### src/rtl/maxpool_stream.sv
// rtl/maxpool_stream.sv - 2x2 stride-2 streaming max-pool for one feature-map channel
module maxpool_stream #(
  parameter int DATA_W = 8,
  parameter int IMG_W  = 28,
  parameter int IMG_H  = 28,
  parameter bit SIGNED = 1'b0
) (
  input  logic              clk,
  input  logic              rst,
  input  logic              in_valid,
  output logic              in_ready,
  input  logic [DATA_W-1:0] in_data,
  output logic              out_valid,
  input  logic              out_ready,
  output logic [DATA_W-1:0] out_data,
  output logic              out_last
);

  localparam int HALF  = IMG_W / 2;
  localparam int IDX_W = (HALF > 1) ? $clog2(HALF) : 1;
  localparam int COL_W = (IMG_W > 1) ? $clog2(IMG_W) : 1;
  localparam int ROW_W = (IMG_H > 1) ? $clog2(IMG_H) : 1;

  generate
    if ((IMG_W % 2) != 0 || IMG_W < 2) begin : g_bad_width
      $error("maxpool_stream: IMG_W must be even and at least 2");
    end
    if ((IMG_H % 2) != 0 || IMG_H < 2) begin : g_bad_height
      $error("maxpool_stream: IMG_H must be even and at least 2");
    end
  endgenerate

  function automatic logic [DATA_W-1:0] pmax(input logic [DATA_W-1:0] a,
                                             input logic [DATA_W-1:0] b);
    logic a_gt;
    if (SIGNED) a_gt = $signed(a) > $signed(b);
    else        a_gt = a > b;
    return a_gt ? a : b;
  endfunction

  logic [COL_W-1:0]  col;
  logic [ROW_W-1:0]  row;
  logic [DATA_W-1:0] pair;
  logic [DATA_W-1:0] linebuf [HALF];

  logic              accept;
  logic              col_last;
  logic              row_last;
  logic              lb_we;
  logic [IDX_W-1:0]  lb_idx;
  logic [DATA_W-1:0] pair_max;
  logic [DATA_W-1:0] win_max;

  // Stalled output register blocks every pixel, even ones that would not produce output.
  assign in_ready = !out_valid || out_ready;
  assign accept   = in_valid && in_ready;
  assign col_last = (col == COL_W'(IMG_W - 1));
  assign row_last = (row == ROW_W'(IMG_H - 1));
  assign lb_idx   = IDX_W'(col >> 1);
  assign pair_max = pmax(pair, in_data);
  assign win_max  = pmax(pair_max, linebuf[lb_idx]);
  assign lb_we    = accept && col[0] && !row[0];

  // Line buffer is always written on the even row before the odd row reads it, so no reset.
  always_ff @(posedge clk) begin
    if (lb_we) linebuf[lb_idx] <= pair_max;
  end

  always_ff @(posedge clk or posedge rst) begin
    if (rst) begin
      col       <= '0;
      row       <= '0;
      pair      <= '0;
      out_valid <= 1'b0;
      out_last  <= 1'b0;
      out_data  <= '0;
    end else begin
      if (out_valid && out_ready) out_valid <= 1'b0;
      if (accept) begin
        if (col_last) begin
          col <= '0;
          row <= row_last ? '0 : row + 1'b1;
        end else begin
          col <= col + 1'b1;
        end
        if (!col[0]) begin
          pair <= in_data;
        end else if (row[0]) begin
          out_data  <= win_max;
          out_valid <= 1'b1;
          out_last  <= row_last && col_last;
        end
      end
    end
  end

endmodule
### config.mk
export PLATFORM = sky130hd
export DESIGN_NAME = maxpool_stream
export DESIGN_NICKNAME = d
export VERILOG_FILES = /design/src/rtl/maxpool_stream.sv
export SDC_FILE = /design/constraint.sdc
export NUM_CORES = 1
export LEC_CHECK = 0
export ABC_AREA = 1
export CAP_MARGIN = 40
export CORE_MARGIN = 2
export CORE_UTILIZATION = 42
export DETAILED_ROUTE_END_ITERATION = 8
export GPL_TIMING_DRIVEN = 0
export PLACE_DENSITY_LB_ADDON = 0.12
export REMOVE_ABC_BUFFERS = 1
export SLEW_MARGIN = 30
export SYNTH_ARGS = -nofsm -noshare
export SYNTH_HDL_FRONTEND = slang
export SYNTH_SLANG_ARGS = --single-unit
### constraint.sdc
create_clock -name clk -period 3.8 [get_ports clk]
set_input_delay 0.76 -clock clk [delete_from_list [all_inputs] [get_ports clk]]
set_output_delay 0.76 -clock clk [all_outputs]
set_load 0.1 [all_outputs]
=== Yosys cells after proc, flatten, opt, wreduce, memory -nomap -nowiden ===
Memory sizes are Yosys's and may differ from the RTL's.
Cells that the tools add are included.

* Bits in registers: 28
* Memory bits (writable): 112
* Input port bits: 12
* Output and inout bits: 11
* Word-level logic and storage cells: 35
* Memories: 1

* Add/sub/neg operators: 2
* Magnitude comparators: 2
* Equality and inequality tests: 2
* Muxes and demuxes: 10
* Bitwise gates (word level): 1
* Reduce and logical (&&, ||, !) cells: 11

{| class="wikitable"
|+ Memory list
! memory !! words !! bits a word !! rd ports !! clocked after Yosys merged registers in !! write ports !! line !! RTL
|-
| linebuf || 14 || 8 || 1 || 0 || 1 || 44 || <nowiki>logic [DATA_W-1:0] linebuf [HALF];</nowiki>
|}

{| class="wikitable"
|+ Operators with widths
! operator !! count
|-
| 8-bit greater-than comparator || 2
|-
| 8-bit two-way mux || 2
|-
| 5-bit by 1-bit adder with 5-bit output (second input constant) || 2
|-
| 5-bit == test (second input constant) || 2
|-
| 5-bit two-way mux || 2
|-
| 1-bit two-way mux || 6
|-
| 1-bit logical AND || 5
|-
| 2-bit AND reduction || 2
|-
| 3-bit AND reduction || 1
|-
| 1-bit logical NOT || 2
|-
| 1-bit logical OR || 1
|-
| 1-bit inverter || 1
|}

=== Depth between registers and ports, before layout ===
Gate-level depths: netlist of run 1.

* Depth in word-level cells: 7
* Mapped depth: 26
* Depth with buffers taken out: 26

=== Least setup slack after synthesis of run 1 ===
Ideal clock, no wire load.

* Path kind: reg-to-reg
* From: register out_valid
* To: memory linebuf[2][0], enable pin
* Data arrival time: 2.940 ns
* Required time: 3.417 ns
* Path slack: 0.477 ns
* Stages on the path, launching flop included: 8
* Path buffers: 0
* Cells stage by stage: dfrtp_1 > nand2_1 > nand2_1 > nor2_1 > inv_1 > nor2_1 > inv_1 > nor3_1

* Cells in the longest elaborated chain, start to end: 7

{| class="wikitable"
|+ RTL lines
! element !! line !! RTL
|-
| start, declared || 13 || <nowiki>output logic out_valid,</nowiki>
|-
| start signal, assigned || 74 || <nowiki>out_valid <= 1'b0;</nowiki>
|-
| start signal, assigned || 78 || <nowiki>if (out_valid && out_ready) out_valid <= 1'b0;</nowiki>
|-
| start signal, assigned || 90 || <nowiki>out_valid <= 1'b1;</nowiki>
|-
| 1-bit logical NOT || 55 || <nowiki>assign in_ready = !out_valid || out_ready;</nowiki>
|-
| 1-bit logical OR || 55 ||
|-
| named net in_ready || 11 || <nowiki>output logic in_ready,</nowiki>
|-
| 1-bit logical AND || 56 || <nowiki>assign accept = in_valid && in_ready;</nowiki>
|-
| 1-bit logical AND (2 in series) || 62 || <nowiki>assign lb_we = accept && col[0] && !row[0];</nowiki>
|-
| 1-bit two-way mux || 66 || <nowiki>if (lb_we) linebuf[lb_idx] <= pair_max;</nowiki>
|-
| 1-bit two-way mux (implied by the code) || 66 ||
|-
| end, declared || 44 ||
|}

The timed path passes the listed nets, and every way through them passes these cells.

=== Final worst setup path of run 1 ===
* From: input in_data[6]
* To: register out_data[0]

* Cells in the longest elaborated chain, start to end: 4

{| class="wikitable"
|+ RTL lines
! element !! line !! RTL
|-
| start, declared || 12 || <nowiki>input logic [DATA_W-1:0] in_data,</nowiki>
|-
| 8-bit greater-than comparator || 37 || <nowiki>else a_gt = a > b;</nowiki>
|-
| 8-bit two-way mux || 38 || <nowiki>return a_gt ? a : b;</nowiki>
|-
| named net pair_max[2] || 51 || <nowiki>logic [DATA_W-1:0] pair_max;</nowiki>
|-
| 8-bit greater-than comparator || 37 ||
|-
| 8-bit two-way mux || 38 ||
|-
| end signal, assigned || 89 || <nowiki>out_data <= win_max;</nowiki>
|-
| end, declared || 15 || <nowiki>output logic [DATA_W-1:0] out_data,</nowiki>
|}

The timed path passes the listed nets, and every way through them passes these cells.
A chain may end at the register's enable or synchronous reset.

==> metrics.csv, run 1 <==
stage;metric;value;unit
outcome;outcome;finished, final reports clean;
placement;Placer Congestion;0.793;
final_layout;Syn-to-layout area delta;19.6;%
timing;Tmin final;3500;ps
clock_network;CTS tree;yes;
hold_path;Hold Path Depth;2;
synth;Yosys reg bits;140;
power;power per cell area;914;mW/mm²
die;DIE AREA;0.0165;mm²
synth;Yosys cell types;27;
global_route;initial antenna violation count;1;
critical_path;Max stage delay on crit path;510;ps
die;Rows;45;
drt;final wirelength;14600;µm
critical_path;CP endpoint kind;register;
timing;Worst Tran Pin Value;794;ps
global_route;gr ovfl total;0;
clock_network;Worst-Skew Late Latency;430;ps
synth;largest family of logic cells by synthesized area;simple AND/OR/NAND/NOR gates;
critical_path;worst path bufs/invs;4;
critical_path;CP startpoint kind;primary input;
drt;antenna-violating nets left;0;
drt;WL per Instance;15.9;µm
critical_path;Worst Path Max Fanout;15;
global_route;total global-route track usage;19.2;%
clock_network;Clock Sinks;140;
synth;Synth Area in XOR/XNOR;0;%
timing;Fin Hold WS;481;ps
power;Pleak;3.35;nW
final_layout;design area;0.00780;mm²
drt;DR vias;4522;
critical_path;FF-to-FF path depth;20;
synth;Post-Synth Simple-Gate Area;26.2;%
die;Die H;129;µm
final_layout;# diodes;0;
clock_network;Root Driver;clkbuf_16;
drt;residual DRC count;0;
drt;first-pass iteration count of the detailed router;4;
die;number of top-level pins;23;
hold_path;Hold Path End;out_data[0];
timing;final hold vios;0;
critical_path;Critical Path RT;4130;ps
final_layout;ratio of cells with drive above 1 in the final layout;11.9;%
synth;post-synthesis sequential area ratio;62.3;%
die;die width;129;µm
timing;RSZ-0062 raised after global routing;false;
global_route;global-route wire length before repair;23600;µm
clock_network;clk buf depth;2;
placement;Port Buffers;22;
final_layout;Layout fillers;1416;
critical_path;worst reg2reg path endpoint;out_data[0];
synth;Yosys warning count;0;
synth;post-synthesis adder-cell area fraction;3.45;%
synth;Syn Std Cell Area;0.00652;mm²
critical_path;kind of critical path;primary input to register;
clock_network;Hold-fix buffers, CTS;0;
clock_network;Clk pin slew, worst setup/hold paths;60;ps
drt;Avg Vias per Cell;4.92;
hold_path;hold crit path type;register to register;
timing;Max Clock Skew;12.1;ps
timing;Max Clock Freq;285;MHz
critical_path;Cell Chain, Critical Path;clkdlybuf4s50_1, inv_1, ha_1, nand2_1, nor2_1, nand2_1, nand2_4, nand2_4, nand2_1, nand2_2, ha_1, nand2_1, inv_1, nand2_1, nand2_1, nand2_1, nand2_1, nand2_2, inv_4, nand3_1, nand2_1, nand2_1;
critical_path;Crit path arrival time;3830;ps
synth;mux cell area share after synthesis;0;%
placement;HPWL after DPL;9120;µm
die;effective utilization at floorplan;42.9;%
die;CORE AREA;0.0152;mm²
global_route;vias in the first global route;4553;
critical_path;CP most frequent cell;nand2_1;
clock_network;CTS Buf Count;17;
power;VDD IR max;0.471;mV
synth;syn avg cell area;9.55;µm²
placement;Placed Area;0.00705;mm²
clock_network;H-tree depth;4;
final_layout;fin nets;748;
hold_path;Worst Min Path Start;out_data[0];
timing;final worst-path cycle share;92.2;%
timing;setup violators final;0;
critical_path;CP max stage cell;clkdlybuf4s50_1;
critical_path;Top delay family on crit path;simple AND/OR/NAND/NOR gates;
synth;post-synthesis cell count;683;
global_route;largest net degree at the start of global routing;60;
timing;Slew Limit Fails;0;
timing;Rel. slew slack;46.9;%
critical_path;Reg-to-Reg Start;col[2];
drt;Initial DRC Count;357;
run;Max Cap Viol;0;
synth;compound-gate portion of the synthesized area;3.40;%
critical_path;flop2flop setup slack;720;ps
[metal layers]
layer  GRT usage, %  share of wire [%]  wire length [µm]  vias to the layer above
li1               -                  -                 -                     2301
met1           25.4                 46              6790                     2151
met2           31.9                 49              7140                       53
met3           3.49                2.9               431                       17
met4           7.16                1.8               257                        0
met5              0                  0                 0                        -
[Yosys cell counts, drive strengths merged]
master	instances	share of area, %
a21oi	17	1.4
nor4	1	0.096
nand2	339	20
nor3b	2	0.23
dfrtp	28	11
o21a	2	0.23
nand3	21	1.6
edfxtp	112	52
o211ai	1	0.12
nand4	2	0.29
o21ai	22	1.7
ha	18	3.5
inv	38	2.2
buf	21	2.4
nor3	10	1.1
nor2	49	3.2
[what timing repair did]
action / CTS / global route
endpoints found under the setup margin: 8 / 8
setup buffers: 0 / 2
gates resized for setup: 11 / 11
pin swaps: 0 / 1
[registers in the layout, summed over array words and instances (netlist names)]
| register | cells |
|---|---|
| col | 5 |
| out_data | 8 |
| out_valid | 1 |
| row | 5 |
| pair | 8 |
| linebuf | 112 |
| out_last | 1 |
[per-stage QoR]
stage                     TNS [ps]  instances  worst slack [ps]  power [mW]  utilization (%)
final                            0        919               296        7.13             51.3
after global routing             0        919              17.7        7.60             51.3
after CTS                        0        916              50.5        7.10             50.8
after detailed placement     -7410        884              -950        5.26             46.4
after global placement      -16810        872             -1070        5.00             44.8
after floorplan                  0        662               477        4.18                -
[area by class of cell]
class | instances | area (µm²) | area share, %
Clock buffer | 17 | 425 | 5.46
Clock inverter | 15 | 219 | 2.81
Inverter | 38 | 148 | 1.89
Multi-Input combinational cell | 484 | 2260 | 29.0
Sequential cell | 140 | 4070 | 52.2
Tap cell | 188 | 235 | 3.02
Timing Repair Buffer | 37 | 440 | 5.65
[how the worst max path moves through the flow]
stage                           from             end  slack (ps)  cells past startpoint
after CTS                 in_data[6]     out_data[0]          50                     18
final                     in_data[6]     out_data[0]         300                     22
after detailed placement  in_data[6]     out_data[0]        -950                     23
after global placement        col[1]     out_data[0]       -1070                     22
after global routing      in_data[6]     out_data[0]          20                     20
after floorplan            out_valid  linebuf[11][0]         480                      7
[placed cells by master, fill, tap and decap left out, types with 2 or more instances in the layout]
master           netlist  layout
nand2_1              336     326
edfxtp_1             112     112
nor2_1                39      39
inv_1                 34      32
dfrtp_1               28      26
clkdlybuf4s50_1        0      22
nand3_1               21      21
ha_1                  18      18
clkbuf_16              0      17
a21oi_1               16      16
o21ai_0               15      15
nor2_2                10      10
buf_8                  0      10
nand2_4                0       9
nor3_2                 2       8
o21ai_1                7       7
bufinv_16              0       5
inv_2                  3       4
nand2_2                3       4
clkinvlp_4             0       3
buf_4                  4       3
inv_4                  1       2
o21a_1                 2       2
nor3b_1                2       2
clkinv_1               0       2
clkinv_2               0       2
[where the power goes]
part	internal (mW)	switching (mW)	total, mW
logic	0.924	2.14	3.06
registers	2.05	0.206	2.26
clock network	1.16	0.641	1.80
[worst reg2reg max path, delay by kind of cell (launching register included)]
kind	cells	cell delay [ps]
adders and majority gates	1	170
buffers and inverters	4	710
DFF	1	790
and+or+nand+nor	15	1290
[cell families after synthesis]
family                   count (synthesis)
adder cells (fa/ha/maj)                 18
flip-flops                             140
AND/OR/NAND/NOR                        424
buffers and inverters                   59
AO/OA/AOI/OAI                           42
No activity file was read; power rests on OpenSTA's default activity.
==> inputs of run 2 (changes only) <==
--- a/config.mk
+++ b/config.mk
@@ -13,6 +13,7 @@
 export GPL_TIMING_DRIVEN = 0
 export PLACE_DENSITY_LB_ADDON = 0.12
 export REMOVE_ABC_BUFFERS = 1
+export SKIP_CTS_REPAIR_TIMING = 1
 export SLEW_MARGIN = 30
 export SYNTH_ARGS = -nofsm -noshare
 export SYNTH_HDL_FRONTEND = slang
==> run 2 against run 1 <==
Effect of this change:
- clock power barely moved
- first-iteration DRC count shrank 7.0%
- flip-flop and latch count unchanged
- combinational power is essentially flat
- utilization decreased by 0.099 points
- critical path type unchanged
- critical endpoint is now out_data[6]
==> metrics.csv, run 2 (same netlist as run 1, synthesis figures left out) <==
stage;metric;value;unit
outcome;outcome;finished, final reports clean;
timing;Rel. slew slack;47.3;%
global_route;vias in the first global route;4543;
drt;antenna-violating nets left;0;
drt;residual DRC count;0;
global_route;initial antenna violation count;0;
die;die width;129;µm
critical_path;Max stage delay on crit path;510;ps
critical_path;FF-to-FF path depth;18;
timing;Worst Tran Pin Value;787;ps
die;effective utilization at floorplan;42.9;%
critical_path;CP most frequent cell;nand2_1;
drt;WL per Instance;15.9;µm
clock_network;CTS Buf Count;17;
die;Die H;129;µm
critical_path;kind of critical path;primary input to register;
timing;Fin Hold WS;480;ps
hold_path;hold crit path type;register to register;
power;Pleak;3.34;nW
clock_network;clk buf depth;2;
critical_path;flop2flop setup slack;710;ps
placement;Post-Place Cells;884;
critical_path;worst path bufs/invs;5;
critical_path;Reg-to-Reg Start;col[1];
final_layout;Largest regs;linebuf: 112 flops, out_data: 8 flops, pair: 8 flops;
final_layout;final core utilization;51.2;%
critical_path;Crit path arrival time;3860;ps
power;power per cell area;913;mW/mm²
timing;Max Clock Skew;19.2;ps
timing;Slew Limit Fails;0;
placement;Placer Congestion;0.793;
global_route;total global-route track usage;19.2;%
clock_network;H-tree depth;4;
die;DIE AREA;0.0165;mm²
final_layout;most frequent cells in the layout;nand2_1, edfxtp_1, nor2_1, inv_1, dfrtp_1;
die;number of top-level pins;23;
final_layout;Syn-to-layout area delta;19.4;%
timing;final hold vios;0;
timing;setup violators final;0;
timing;Tmin final;3550;ps
die;CORE AREA;0.0152;mm²
timing;final worst-path cycle share;93.5;%
placement;Port Buffers;22;
drt;DR vias;4479;
final_layout;Most flops, register;linebuf;
power;VDD IR max;0.470;mV
final_layout;post-route insts no fill;917;
critical_path;worst reg2reg path endpoint;out_data[6];
hold_path;Hold Path Depth;2;
timing;Max Clock Freq;282;MHz
critical_path;Top delay family on crit path;simple AND/OR/NAND/NOR gates;
final_layout;Layout fillers;1418;
die;Rows;45;
clock_network;Clock Sinks;140;
global_route;largest net degree at the start of global routing;60;
hold_path;Hold Path End;out_data[0];
critical_path;Worst Path Max Fanout;15;
clock_network;Worst-Skew Late Latency;430;ps
hold_path;Worst Min Path Start;out_data[0];
final_layout;ratio of cells with drive above 1 in the final layout;11.7;%
critical_path;CP endpoint kind;register;
global_route;gr ovfl total;0;
final_layout;# diodes;0;
clock_network;Root Driver;clkbuf_16;
global_route;global-route wire length before repair;23600;µm
drt;Initial DRC Count;332;
drt;Avg Vias per Cell;4.88;
final_layout;commonest non-fill, non-tap cell in the layout;nand2_1;
critical_path;CP startpoint kind;primary input;
critical_path;Critical Path RT;4110;ps
critical_path;Cell Chain, Critical Path;clkdlybuf4s50_1, inv_1, ha_1, nand2_1, nor2_1, nand4_4, nand2_4, nand2_1, nand2_4, inv_1, ha_1, inv_1, nand2_1, nand2_1, nand2_1, nand2_1, nand2_1, nand2_1, nand2_2, inv_4, nand3_1, nand2_1, nand2_1;
clock_network;Clk pin slew, worst setup/hold paths;60;ps
critical_path;CP max stage cell;clkdlybuf4s50_1;
clock_network;CTS tree;yes;
timing;Setup TNS;0;ps
final_layout;max reg flops;112;
placement;HPWL after DPL;9120;µm
final_layout;fin nets;746;
drt;final wirelength;14600;µm
run;Max Cap Viol;0;
drt;first-pass iteration count of the detailed router;4;
power;Tot Pwr;7.10;mW
-- run 2: cell count changes in the layout (fill, tap and decap cells not counted) --
cell | previous run | this run
buf_4 | 3 | 1
-- run 2: per-stage QoR --
step                      cell area [µm²]  setup slack (ps)
after global routing                 7780             -7.97
after CTS                            7690              -499
final                                7780               248
after floorplan                      6360               477
after detailed placement             7050              -950
after global placement               6820             -1070
-- run 2: metal layers --
| metal | part of all wire (%) | GRT usage, % |
|---|---|---|
| met5 | 0 | 0 |
| met4 | 0.96 | 7.54 |
| met3 | 5.7 | 3.49 |
| met2 | 49 | 31.6 |
| met1 | 44 | 25.4 |
-- run 2: worst max path at each step --
stage	end	depth (start not counted)	from	slack (ps)
global route	out_data[0]	23	in_data[6]	-8
detailed placement	out_data[0]	23	in_data[6]	-950
global placement	out_data[0]	22	col[1]	-1070
floorplan	linebuf[11][0]	7	out_valid	480
CTS	out_data[0]	23	in_data[6]	-500
finish	out_data[6]	23	in_data[6]	250
-- run 2: power breakdown --
group          switching (mW)  total [mW]  internal (mW)  leakage [nW]
combinational            2.14        3.05          0.907          1.68
clock                   0.634        1.80           1.16         0.306
sequential              0.207        2.26           2.05          1.35
-- run 2: layout make-up --
class	instances	area, µm²	share of cell area, %
inverter	38	148	1.90
multi-input combinational	484	2260	29.1
clock buffer	17	425	5.47
clock inverter	15	219	2.81
timing repair buffer	35	425	5.47
tap	188	235	3.02
sequential	140	4070	52.3
-- run 2: worst reg2reg max path, stage by stage (launching register included) --
cell,delay (ps)
dfrtp_4,620
inv_4,540
nand2_1,100
nand2_1,80
nand2_1,50
nand2_1,110
nand2_1,50
nand2_1,170
nor2_2,70
ha_1,290
nand2_1,70
nor2_1,160
nand2_1,70
nand2_1,70
nand2_2,150
inv_4,140
nand3_1,90
nand2_1,80
nand2_1,40
==> inputs of run 3 (changes only) <==
--- a/config.mk
+++ b/config.mk
@@ -14,7 +14,7 @@
 export PLACE_DENSITY_LB_ADDON = 0.12
 export REMOVE_ABC_BUFFERS = 1
 export SKIP_CTS_REPAIR_TIMING = 1
-export SLEW_MARGIN = 30
+export SLEW_MARGIN = 15
 export SYNTH_ARGS = -nofsm -noshare
 export SYNTH_HDL_FRONTEND = slang
 export SYNTH_SLANG_ARGS = --single-unit
==> run 3 against run 2 <==
Effect of this change:
- critical path depth down 1
- register-to-register slack about the same
- sequential share of layout area up 0.16 points
- clock skew down 13 ps
- critical path type unchanged
==> metrics.csv, run 3 (same netlist as run 1, synthesis figures left out) <==
stage;metric;value;unit
timing;final hold vios;0;
critical_path;CP endpoint kind;register;
placement;HPWL after DPL;9240;µm
die;Rows;45;
power;Clock Power Share;23.1;%
critical_path;Cell Chain, Critical Path;clkdlybuf4s50_1, inv_1, ha_1, nand2_1, nor2_1, nand2_1, nand2_2, nand2_4, nand2_1, nand2_2, ha_1, nand2_1, inv_1, nand2_1, nand2_1, nand2_1, nand2_1, nand2_2, inv_4, nand3_1, nand2_1, nand2_1;
clock_network;clk buf depth;2;
final_layout;ratio of cells with drive above 1 in the final layout;11.5;%
power;switching fraction of total power;43.2;%
clock_network;CTS Buf Count;17;
timing;Max Clock Freq;283;MHz
die;number of top-level pins;23;
critical_path;Crit path arrival time;3860;ps
final_layout;Most flops, register;linebuf;
critical_path;Top delay family on crit path;simple AND/OR/NAND/NOR gates;
critical_path;CP max stage cell;clkdlybuf4s50_1;
global_route;gr ovfl total;0;
final_layout;max reg flops;112;
die;effective utilization at floorplan;42.9;%
run;Max Cap Viol;0;
clock_network;H-tree depth;4;
drt;residual DRC count;0;
global_route;initial antenna violation count;0;
power;switching power;3.00;mW
critical_path;worst path bufs/invs;4;
timing;Worst Tran Pin Value;816;ps
drt;Initial DRC Count;327;
power;VDD IR max;0.574;mV
drt;final wirelength;14600;µm
critical_path;Max stage delay on crit path;510;ps
power;Combinational Power Share;44.7;%
timing;Slew Limit Fails;0;
die;DIE AREA;0.0165;mm²
die;CORE AREA;0.0152;mm²
timing;final worst-path cycle share;93.0;%
power;power per cell area;896;mW/mm²
clock_network;Worst-Skew Late Latency;430;ps
timing;Fin Hold WS;477;ps
drt;first-pass iteration count of the detailed router;4;
final_layout;# diodes;0;
global_route;largest net degree at the start of global routing;60;
power;Flop pwr share;32.1;%
power;Pint;3.95;mW
drt;Avg Vias per Cell;4.90;
timing;Rel. slew slack;45.4;%
clock_network;CTS tree;yes;
final_layout;fin nets;747;
placement;Port Buffers;22;
final_layout;post-route insts no fill;918;
placement;Placer Congestion;0.793;
timing;setup violators final;0;
global_route;total global-route track usage;19.5;%
critical_path;Critical Path RT;4120;ps
placement;Post-Place Cells;886;
hold_path;hold crit path type;register to register;
critical_path;CP startpoint kind;primary input;
critical_path;kind of critical path;primary input to register;
clock_network;Clock Sinks;140;
outcome;outcome;finished, final reports clean;
critical_path;CP most frequent cell;nand2_1;
clock_network;Clk pin slew, worst setup/hold paths;60;ps
final_layout;Largest regs;linebuf: 112 flops, out_data: 8 flops, pair: 8 flops;
global_route;vias in the first global route;4575;
die;Die H;129;µm
final_layout;most frequent cells in the layout;nand2_1, edfxtp_1, nor2_1, inv_1, dfrtp_1;
drt;antenna-violating nets left;0;
timing;Max Clock Skew;6.59;ps
global_route;global-route wire length before repair;24000;µm
drt;WL per Instance;16.0;µm
final_layout;commonest non-fill, non-tap cell in the layout;nand2_1;
final_layout;Syn-to-layout area delta;18.9;%
clock_network;Root Driver;clkbuf_16;
critical_path;Worst Path Max Fanout;15;
power;Pleak;3.32;nW
drt;DR vias;4494;
die;die width;129;µm
timing;Tmin final;3530;ps
run 3: metrics by stage:
stage	power [mW]	TNS, ps	utilization, %	instance area (µm²)	setup slack [ps]
4_1_cts	6.90	-3770	50.5	7670	-489
6_report	6.94	0	51.0	7750	265
3_5_place_dp	5.29	-7360	46.7	7100	-943
2_1_floorplan	4.18	0	-	6360	477
3_3_place_gp	5.00	-16810	44.8	6820	-1070
5_1_grt	7.43	-23.2	51.0	7750	-23.2
run 3: metal layers:
layer  vias to the layer above  global-route usage (%)  wire (µm)
met5                         -                       0          0
met4                         0                    7.67        306
met3                        24                    3.91        511
met2                        64                    31.9       7110
met1                      2106                    25.9       6720
li1                       2300                       -          -
run 3: power by group through the flow:
stage                     Sequential [mW]  Combinational, mW  Clock (mW)
after floorplan                      2.59               1.59           0
after global placement               2.35               2.65           0
after detailed placement             2.27               3.02           0
after CTS                            2.24               3.03        1.63
after global routing                 2.26               3.48        1.69
final                                2.23               3.11        1.61
run 3: final timing paths:
| path | start | endpoint | slack, ps | depth (start not counted) |
|---|---|---|---|---|
| min in group asynchronous | rst | out_data[2] | 720 | 2 |
| hold reg to reg | out_data[3] | out_data[3] | 480 | 2 |
| max in group asynchronous | rst | col[1] | 2570 | 3 |
| setup / recovery | in_data[6] | out_data[0] | 270 | 22 |
| setup reg to reg | col[1] | out_data[0] | 710 | 20 |
| hold / removal | out_data[3] | out_data[3] | 480 | 2 |
run 3: cell type report:
| type | count | area, µm² |
|---|---|---|
| Clock buffer | 17 | 425 |
| Clock inverter | 15 | 149 |
| Fill cell | 1376 | 7450 |
| Inverter | 38 | 148 |
| Multi-Input combinational cell | 484 | 2260 |
| Sequential cell | 140 | 4070 |
| Tap cell | 188 | 235 |
| Timing Repair Buffer | 36 | 473 |
run 3: tightest hold or removal path, cell delays in order, from the launching register on:
cell	delay, ps
dfrtp_1	340
nand2_1	50
nand2_1	50
